File: config.mk
export PLATFORM = sky130hd
export DESIGN_NAME = hzd_scoreboard
export DESIGN_NICKNAME = d
export VERILOG_FILES = /design/src/rtl/hzd_scoreboard_pkg.sv /design/src/rtl/hzd_slot.sv /design/src/rtl/hzd_scoreboard.sv
export SDC_FILE = /design/constraint.sdc
export NUM_CORES = 1
export LEC_CHECK = 0
export ABC_CLOCK_PERIOD_IN_PS = 2400
export BUFFER_PORTS_ARGS = -buffer_cell sky130_fd_sc_hd__buf_2
export CAP_MARGIN = 20
export CORE_UTILIZATION = 41
export DETAILED_ROUTE_END_ITERATION = 7
export MAX_ROUTING_LAYER = met4
export PLACE_DENSITY_LB_ADDON = 0.12
export SLEW_MARGIN = 30
export SYNTH_ARGS = -nofsm -noshare
export SYNTH_HDL_FRONTEND = slang
export SYNTH_SLANG_ARGS = --single-unit
File: constraint.sdc
create_clock -name clk -period 2.4 [get_ports clk]
set_input_delay 0.36 -clock clk [delete_from_list [all_inputs] [get_ports clk]]
set_output_delay 0.36 -clock clk [all_outputs]
set_load 0.1 [all_outputs]
File: src/rtl/hzd_scoreboard_pkg.sv
// Shared definitions for the hazard/forwarding scoreboard.
//   - Forwarding select encodings. The datapath operand muxes decode the
//     same values, so this encoding must not change.
//   - Bit layout of one tracked slot: {wr_reg, is_load, vld}.
//   - slot_width(): packed slot width for a given register index width.
package hzd_scoreboard_pkg;

  localparam int NO_FWD       = 0;
  localparam int FWD_FROM_EX  = 1;
  localparam int FWD_FROM_MEM = 2;
  localparam int FWD_FROM_WB  = 3;

  localparam int SLOT_VLD_BIT  = 0;
  localparam int SLOT_LOAD_BIT = 1;
  localparam int SLOT_REG_LSB  = 2;

  function automatic int slot_width(input int reg_w);
    return reg_w + SLOT_REG_LSB;
  endfunction

endpackage

File: src/rtl/hzd_slot.sv
// One tracked in-flight register write (one downstream pipeline stage).
// Ports:
//   clk     in   clock
//   rst_n   in   synchronous active-low reset; clears the valid bit only
//   en      in   load slot_i (pipeline advance); 0 holds the entry
//   slot_i  in   packed {wr_reg, is_load, vld} from the previous stage
//   slot_o  out  packed {wr_reg, is_load, vld} currently held
module hzd_slot
  import hzd_scoreboard_pkg::*;
#(
  parameter int REG_W = 4
) (
  input  logic                          clk,
  input  logic                          rst_n,
  input  logic                          en,
  input  logic [slot_width(REG_W)-1:0]  slot_i,
  output logic [slot_width(REG_W)-1:0]  slot_o
);

  logic             vld_d, vld_q;
  logic             is_load_d, is_load_q;
  logic [REG_W-1:0] wr_reg_d, wr_reg_q;

  always_comb begin
    vld_d     = vld_q;
    is_load_d = is_load_q;
    wr_reg_d  = wr_reg_q;
    if (en) begin
      vld_d     = slot_i[SLOT_VLD_BIT];
      is_load_d = slot_i[SLOT_LOAD_BIT];
      wr_reg_d  = slot_i[SLOT_REG_LSB +: REG_W];
    end
  end

  // Only the valid bit needs clearing; register/load fields are don't-care
  // while the slot is invalid.
  always_ff @(posedge clk) begin
    if (!rst_n) vld_q <= 1'b0;
    else        vld_q <= vld_d;
  end

  always_ff @(posedge clk) begin
    is_load_q <= is_load_d;
    wr_reg_q  <= wr_reg_d;
  end

  always_comb begin
    slot_o                             = '0;
    slot_o[SLOT_VLD_BIT]               = vld_q;
    slot_o[SLOT_LOAD_BIT]              = is_load_q;
    slot_o[SLOT_REG_LSB +: REG_W]      = wr_reg_q;
  end

endmodule

File: src/rtl/hzd_scoreboard.sv
// Hazard and forwarding scoreboard beside the decode stage of the in-order
// pipeline. Tracks in-flight register writes over DEPTH downstream stages
// (slot 0 = EX ... slot DEPTH-1 = WB), produces a per-read-port forwarding
// select and a load-use stall, and counts stall cycles.
//
// Optional build macro: HZD_SCBD_R0_ZERO_EN
//   defined   - r0 is hardwired zero: reads of r0 never match and writes of
//               r0 never enter slot 0.
//   undefined - r0 is tracked like any other register.
//
// Ports:
//   clk, rst_n          clock, synchronous active-low reset
//   advance             pipeline enable; 0 freezes slots and counter
//   flush               redirect; kills the decode instruction
//   id_valid            decode holds a real instruction
//   id_rd_en/id_rd_reg  per-port read enable / index (port p at [p*REG_W +: REG_W])
//   id_wr_en/id_wr_reg  decode instruction destination write
//   id_is_load          decode instruction is a load
//   fwd_sel             per-port select (port p at [p*FWD_W +: FWD_W]), 0 = regfile
//   stall               hold IF/ID, bubble into EX
//   issue               decode instruction enters slot 0 this cycle
//   stall_cnt           saturating stall-cycle counter
module hzd_scoreboard
  import hzd_scoreboard_pkg::*;
#(
  parameter int NUM_REGS = 16,
  parameter int NUM_RD   = 2,
  parameter int DEPTH    = 3,
  parameter int LOAD_LAT = 1,
  parameter int CNT_W    = 16,
  localparam int REG_W   = $clog2(NUM_REGS),
  localparam int FWD_W   = $clog2(DEPTH + 1)
) (
  input  logic                      clk,
  input  logic                      rst_n,
  input  logic                      advance,
  input  logic                      flush,
  input  logic                      id_valid,
  input  logic [NUM_RD-1:0]         id_rd_en,
  input  logic [NUM_RD*REG_W-1:0]   id_rd_reg,
  input  logic                      id_wr_en,
  input  logic [REG_W-1:0]          id_wr_reg,
  input  logic                      id_is_load,
  output logic [NUM_RD*FWD_W-1:0]   fwd_sel,
  output logic                      stall,
  output logic                      issue,
  output logic [CNT_W-1:0]          stall_cnt
);

  localparam int SLOT_W = slot_width(REG_W);

  function automatic logic [CNT_W-1:0] sat_inc(input logic [CNT_W-1:0] v);
    return (&v) ? v : v + 1'b1;
  endfunction

  logic [SLOT_W-1:0] slot_in  [DEPTH];
  logic [SLOT_W-1:0] slot_out [DEPTH];
  logic [NUM_RD-1:0] rd_live;
  logic              slot0_vld;
  logic              hazard;
  logic [FWD_W-1:0]  sel_tmp;
  logic              haz_tmp;
  logic [CNT_W-1:0]  stall_cnt_d, stall_cnt_q;

  // ---- decode -> slot 0 (EX) boundary ----
`ifdef HZD_SCBD_R0_ZERO_EN
  assign slot0_vld = issue & id_wr_en & (id_wr_reg != '0);
  always_comb begin
    rd_live = '0;
    for (int p = 0; p < NUM_RD; p++)
      rd_live[p] = id_rd_en[p] & (id_rd_reg[p*REG_W +: REG_W] != '0);
  end
`else
  assign slot0_vld = issue & id_wr_en;
  assign rd_live   = id_rd_en;
`endif

  always_comb begin
    for (int k = 0; k < DEPTH; k++) slot_in[k] = '0;
    slot_in[0][SLOT_VLD_BIT]          = slot0_vld;
    slot_in[0][SLOT_LOAD_BIT]         = id_is_load;
    slot_in[0][SLOT_REG_LSB +: REG_W] = id_wr_reg;
    for (int k = 1; k < DEPTH; k++) slot_in[k] = slot_out[k-1];
  end

  // ---- slot k-1 -> slot k boundaries (EX ... WB) ----
  for (genvar k = 0; k < DEPTH; k++) begin : g_slot
    hzd_slot #(.REG_W(REG_W)) u_slot (
      .clk    (clk),
      .rst_n  (rst_n),
      .en     (advance),
      .slot_i (slot_in[k]),
      .slot_o (slot_out[k])
    );
  end

  // Scan oldest to youngest so the youngest matching slot overwrites.
  always_comb begin
    fwd_sel = '0;
    hazard  = 1'b0;
    sel_tmp = '0;
    haz_tmp = 1'b0;
    for (int p = 0; p < NUM_RD; p++) begin
      sel_tmp = FWD_W'(NO_FWD);
      haz_tmp = 1'b0;
      for (int k = DEPTH - 1; k >= 0; k--) begin
        if (rd_live[p] && slot_out[k][SLOT_VLD_BIT] &&
            (slot_out[k][SLOT_REG_LSB +: REG_W] == id_rd_reg[p*REG_W +: REG_W])) begin
          sel_tmp = FWD_W'(FWD_FROM_EX + k);
          // Load data is not forwardable until it reaches slot LOAD_LAT.
          haz_tmp = slot_out[k][SLOT_LOAD_BIT] && (k < LOAD_LAT);
        end
      end
      fwd_sel[p*FWD_W +: FWD_W] = sel_tmp;
      hazard                    = hazard | haz_tmp;
    end
  end

  assign stall = id_valid & hazard & ~flush;
  assign issue = id_valid & ~stall & ~flush;

  always_comb begin
    stall_cnt_d = stall_cnt_q;
    if (stall && advance) stall_cnt_d = sat_inc(stall_cnt_q);
  end

  always_ff @(posedge clk) begin
    if (!rst_n) stall_cnt_q <= '0;
    else        stall_cnt_q <= stall_cnt_d;
  end

  assign stall_cnt = stall_cnt_q;

endmodule

## After elaboration in Yosys (flattened, before gate mapping)

Index checks and enable logic that the tools add are counted.

- Flip-flop bits (word level): 32
- Latch bits: 0
- RAM bits: 0
- Memory bits (read-only): 0
- Output and inout bits: 22
- Logic and storage cells: 47
- Memories: 0

- Add/subtract/negate cells: 1
- Multipliers: 0
- Divide/modulo/power cells: 0
- Magnitude comparators: 0
- Eq/ne operators: 6
- Shift operators: 0
- Multiplexer cells: 8
- Bitwise gates (word level): 9
- Reduce and logical (&&, ||, !) cells: 15

Operator list:

| operator | count |
|---|---|
| 4-bit == test | 6 |
| 16-bit by 1-bit adder with 16-bit output (second input constant) | 1 |
| 16-bit AND reduction | 1 |
| 1-bit logical AND | 13 |
| 2-bit 2-to-1 mux | 6 |
| 1-bit AND | 5 |
| 1-bit inverter | 3 |
| 1-bit 2-to-1 mux | 2 |
| 2-bit AND reduction | 1 |
| 1-bit bitwise OR | 1 |

## Longest topological paths before layout

- Depth in word-level cells: 10
- Depth in mapped cells: 8
- Depth with buffers taken out: 6

## Cells and area by module

From an unflattened synthesis, not the netlist that was laid out.

- Cells, all modules: 185
- Area total of the unflattened synthesis: 1800.5 um^2

Modules (own cells, without submodules):

| module | instances | cells each | area an instance (um^2) | seq. area each (um^2) |
|---|---|---|---|---|
| hzd_scoreboard | 1 | 155 | 1196.1 | 320.3 |
| hzd_slot | 3 | 10 | 201.4 | 170.2 |

## Worst setup path before layout

No wires, ideal clock.

- Path type: register to output
- Start point: register g_slot[0].u_slot.wr_reg_q[2]
- End point: output port issue
- Arrival time: 3.247 ns
- Path slack: -1.207 ns
- Cell stages (with the launch flop): 6
- Path buffers: 0
- Path through: edfxtp_1 > xor2_1 > nor3_1 > nand4_1 > nand2_1 > a21boi_0

- Word-level cells in the longest chain between the ends: 9
- Elaborated cells on any way between the ends: 12
- Those cells by class: eq/ne (2); mux (2); bitwise (6); reduce/logical (2)

RTL lines:

| what | line | source |
|---|---|---|
| from (decl) | hzd_slot.sv:22 | `logic [REG_W-1:0] wr_reg_d, wr_reg_q;` |
| from (signal assigned) | hzd_slot.sv:44 | `wr_reg_q <= wr_reg_d;` |
| 4-bit == test | hzd_scoreboard.sv:108 | `(slot_out[k][SLOT_REG_LSB +: REG_W] == id_rd_reg[p*REG_W +: REG_W])) begin` |
| 1-bit logical AND | hzd_scoreboard.sv:107 | `if (rd_live[p] && slot_out[k][SLOT_VLD_BIT] &&` |
| 1-bit 2-to-1 mux | hzd_scoreboard.sv:107 |  |
| 1-bit bitwise OR * | hzd_scoreboard.sv:115 | `hazard = hazard \| haz_tmp;` |
| 1-bit AND * (2 in series) | hzd_scoreboard.sv:119 | `assign stall = id_valid & hazard & ~flush;` |
| 1-bit inverter * | hzd_scoreboard.sv:120 | `assign issue = id_valid & ~stall & ~flush;` |
| 1-bit AND * (2 in series) | hzd_scoreboard.sv:120 |  |
| to (decl) | hzd_scoreboard.sv:46 | `output logic issue,` |

Every way passes the cells marked *; elsewhere a longest branch is shown, timed or not.

## Worst setup path after layout

- Start point: register g_slot[0].u_slot.wr_reg_q[0]
- End point: output port stall

- Word-level cells in the longest chain between the ends: 6
- Elaborated cells on any way between the ends: 9
- Those cells by class: eq/ne (2); mux (2); bitwise (3); reduce/logical (2)

RTL lines:

| what | line | source |
|---|---|---|
| 4-bit == test | hzd_scoreboard.sv:108 |  |
| 1-bit logical AND | hzd_scoreboard.sv:107 |  |
| 1-bit 2-to-1 mux | hzd_scoreboard.sv:107 |  |
| 1-bit bitwise OR * | hzd_scoreboard.sv:115 |  |
| 1-bit AND * (2 in series) | hzd_scoreboard.sv:119 |  |
| to (decl) | hzd_scoreboard.sv:45 | `output logic stall,` |

Marks and branches as above.

==> summary.txt <==
Route
  • DRT Pass-1 Iters: 4
  • WL/cell: 14.86 µm
  • Via count: 1584
  • Via-to-Cell Ratio: 5.406
  • Drc violations: 0
  • Post-route ant nets: 0
  • DRT iter0 DRCs: 119
  • Overall routed net length: 4354 µm

Critical path
  • Critical Path AT: 2.07 ns
  • R2r startpoint: g_slot[0].u_slot.wr_reg_q[0]$_DFFE_PP_
  • Slowest-stage cell, CP: or4b_4
  • Crit. Startpoint: g_slot[0].u_slot.wr_reg_q[0]$_DFFE_PP_
  • Crit-path cells: a222oi_1 -> or4b_4 -> nand2_4 -> and3_4 -> buf_12
  • Largest fanout on the critical path: 4
  • Worst path max stage delay: 0.54 ns
  • Critical Path Source Type: register
  • Worst Path Required: 2.04 ns
  • Nature of the critical path endpoint: output port
  • CP Class: reg -> out

Clocking
  • CTS tree: yes
  • Clock-pin slew on the worst setup and hold paths: 0.07 ns
  • Worst skew pair latency: 0.29 ns
  • CTS root buf: clkbuf_8
  • H-tree levels: 2
  • Clock buffer depth: 2
  • Num CTS Buffers: 5
  • Clock sinks: 32

STA
  • Max Clk Rate: 411.1 MHz
  • Fin crit period: 2.433 ns
  • Hold_ws: 0.2460 ns
  • Worst-Margin Slew: 0.4884 ns
  • Final Skew: 0.002945 ns
  • RSZ-0062 raised after global routing: yes
  • Final Worst Setup Slack: -0.03250 ns
  • Fin crit share: 1.014
  • Slew Limit Fails: 0
  • Final Hold Vio Count: 0
  • Max-slew headroom: 0.6767
  • Final setup violation count: 1

Cells and area
  • Final Instance Area: 2357 µm²
  • Register Area: 775.7 µm²
  • Area Overhead vs Synth: 34.48%
  • Leading cell type in the layout, fill and taps excluded: buf_2
  • Multi-input logic area: 967.2 µm²
  • Fillers: 351
  • Most frequent cells in the layout: buf_2 (36), nand2_1 (18), dfxtp_1 (15), buf_4 (14), edfxtp_1 (13)
  • Ratio of cells with drive above 1 in the final layout: 0.3457
  • Ant diodes: 0
  • Fin nets: 264

Synth
  • Post-Syn Area: 1753 µm²
  • Seq/Total Area, Yosys: 0.4397
  • Post-synth EDFFs: 13
  • Syn nets: 205
  • Synth Instances: 183
  • Distinct cells, synth: 40
  • Synthesis Warnings: 0
  • Synth Register Bits: 32
  • Syn avg cell area: 9.579 µm²
  • Ys async rst share: 0
  • Most used DFF post-synth: dfxtp_1

Die
  • Initial core utilization: 0.4320
  • Die Height: 67.39 µm
  • Chip width: 67.39 µm
  • Die Area: 4541 µm²
  • Row count: 23
  • I/O pins: 43
  • Core box area: 4058 µm²

Global routing
  • Initial antenna violation count: 0
  • First-pass GRT wire length: 6941 µm
  • Overflow after GRT: 0
  • Vias in the first global route: 1449
  • Largest net degree at the start of global routing: 21
  • Total Routing Usage GR: 0.2154

Power and ir drop
  • Power per cell area: 518.9 nW/µm²
  • Leak: 1.001 nW
  • Worst VDD drop: 0.0003437 V
  • Total design power: 1.223 mW

Placement
  • Port-buffer cells: 42
  • Placer Congestion: 1.035
  • DP Area: 2142 µm²
  • Final HPWL DP: 3019 µm

Job
  • Maxcap violations: 0

Hold path
  • Hold WC Path Type: in -> reg
  • Hold Path Origin: id_is_load

Outcome
  • Status: finished with violations
  • Failing checks: setup timing
synthesized netlist by cell type (5+ instances only):
cell	n	area share
a21oi_1	5	0.014
dfxtp_1	19	0.22
edfxtp_1	13	0.22
inv_1	7	0.015
mux2i_1	9	0.051
nand2_1	20	0.043
nand2b_1	10	0.036
nand3_1	9	0.026
nand4_1	11	0.039
nor2_1	11	0.024
nor3_1	7	0.020
xnor2_1	5	0.025
xor2_1	11	0.055
flip-flops by register name (all words and copies together) (netlist names):
register	cells
g_slot.u_slot.is_load_q	1
g_slot.u_slot.vld_q	3
g_slot.u_slot.wr_reg_q	12
stall_cnt	16
per-stage QoR:
| step | TNS, ns | utilization | cells | setup WS, ns |
|---|---|---|---|---|
| global placement | 0 | 0.5279 | 280 | 0.08534 |
| detailed placement | 0 | 0.5279 | 280 | 0.04107 |
| global route | -0.6881 | 0.5809 | 293 | -0.1086 |
| CTS | -0.1088 | 0.5649 | 290 | -0.05854 |
| floorplan | 0 | - | 183 | 0.02973 |
| finish | -0.03250 | 0.5809 | 293 | -0.03250 |
layer usage:
| layer | GRT usage | vias to the layer above | routed length [µm] |
|---|---|---|---|
| li1 | - | 783 | - |
| met4 | 0.09309 | 0 | 60 |
| met1 | 0.2826 | 741 | 2047 |
| met2 | 0.3050 | 55 | 2004 |
| met5 | - | - | 0 |
| met3 | 0.06250 | 5 | 242 |
worst paths after layout:
check                                         end  slack (ns)  depth (start not counted)
max                                         stall       -0.03                          5
min          g_slot[0].u_slot.is_load_q$_DFFE_PP_        0.25                          1
min reg2reg             stall_cnt[6]$_SDFFE_PN0P_        0.47                          2
max reg2reg             stall_cnt[9]$_SDFFE_PN0P_        0.04                          7
power breakdown:
part,internal (mW),leakage [nW],switching (mW)
logic,0.0523,0.666,0.0630
clock network,0.302,0.0532,0.204
registers,0.585,0.282,0.0168
total,0.940,1.00,0.284
final cells by class:
| type | instances | area share |
|---|---|---|
| Clock buffer | 5 | 0.02919 |
| Timing Repair Buffer | 57 | 0.1746 |
| Tap cell | 50 | 0.02654 |
| Clock inverter | 3 | 0.01592 |
| Sequential cell | 32 | 0.3291 |
| Multi-Input combinational cell | 137 | 0.4103 |
| Inverter | 9 | 0.01433 |
what timing repair did:
action	4_1_cts	5_1_grt
resized for setup	9	8
hold buffers	0	0
setup buffers	2	3
cloned	0	0
pin swaps	2	3
endpoints found under the setup margin	3	16
kinds of logic after synthesis:
group,after synthesis,synth area share
AOI/OAI and AO/OA,29,0.1349
and+or+nand+nor,82,0.2484
xor gates and xnor gates,16,0.07994
muxes,9,0.05139
DFF,32,0.4397
buffers and inverters,14,0.03854
adders and majority gates,1,0.007137
critical path: cells and delay by family (launching register included):
| family | cells | cell delay, ns |
|---|---|---|
| AND/OR/NAND/NOR | 3 | 0.84 |
| flip-flops | 1 | 0.42 |
| AO/OA/AOI/OAI | 1 | 0.35 |
| buffers and inverters | 1 | 0.17 |
(Power assumes the default switching activity.)
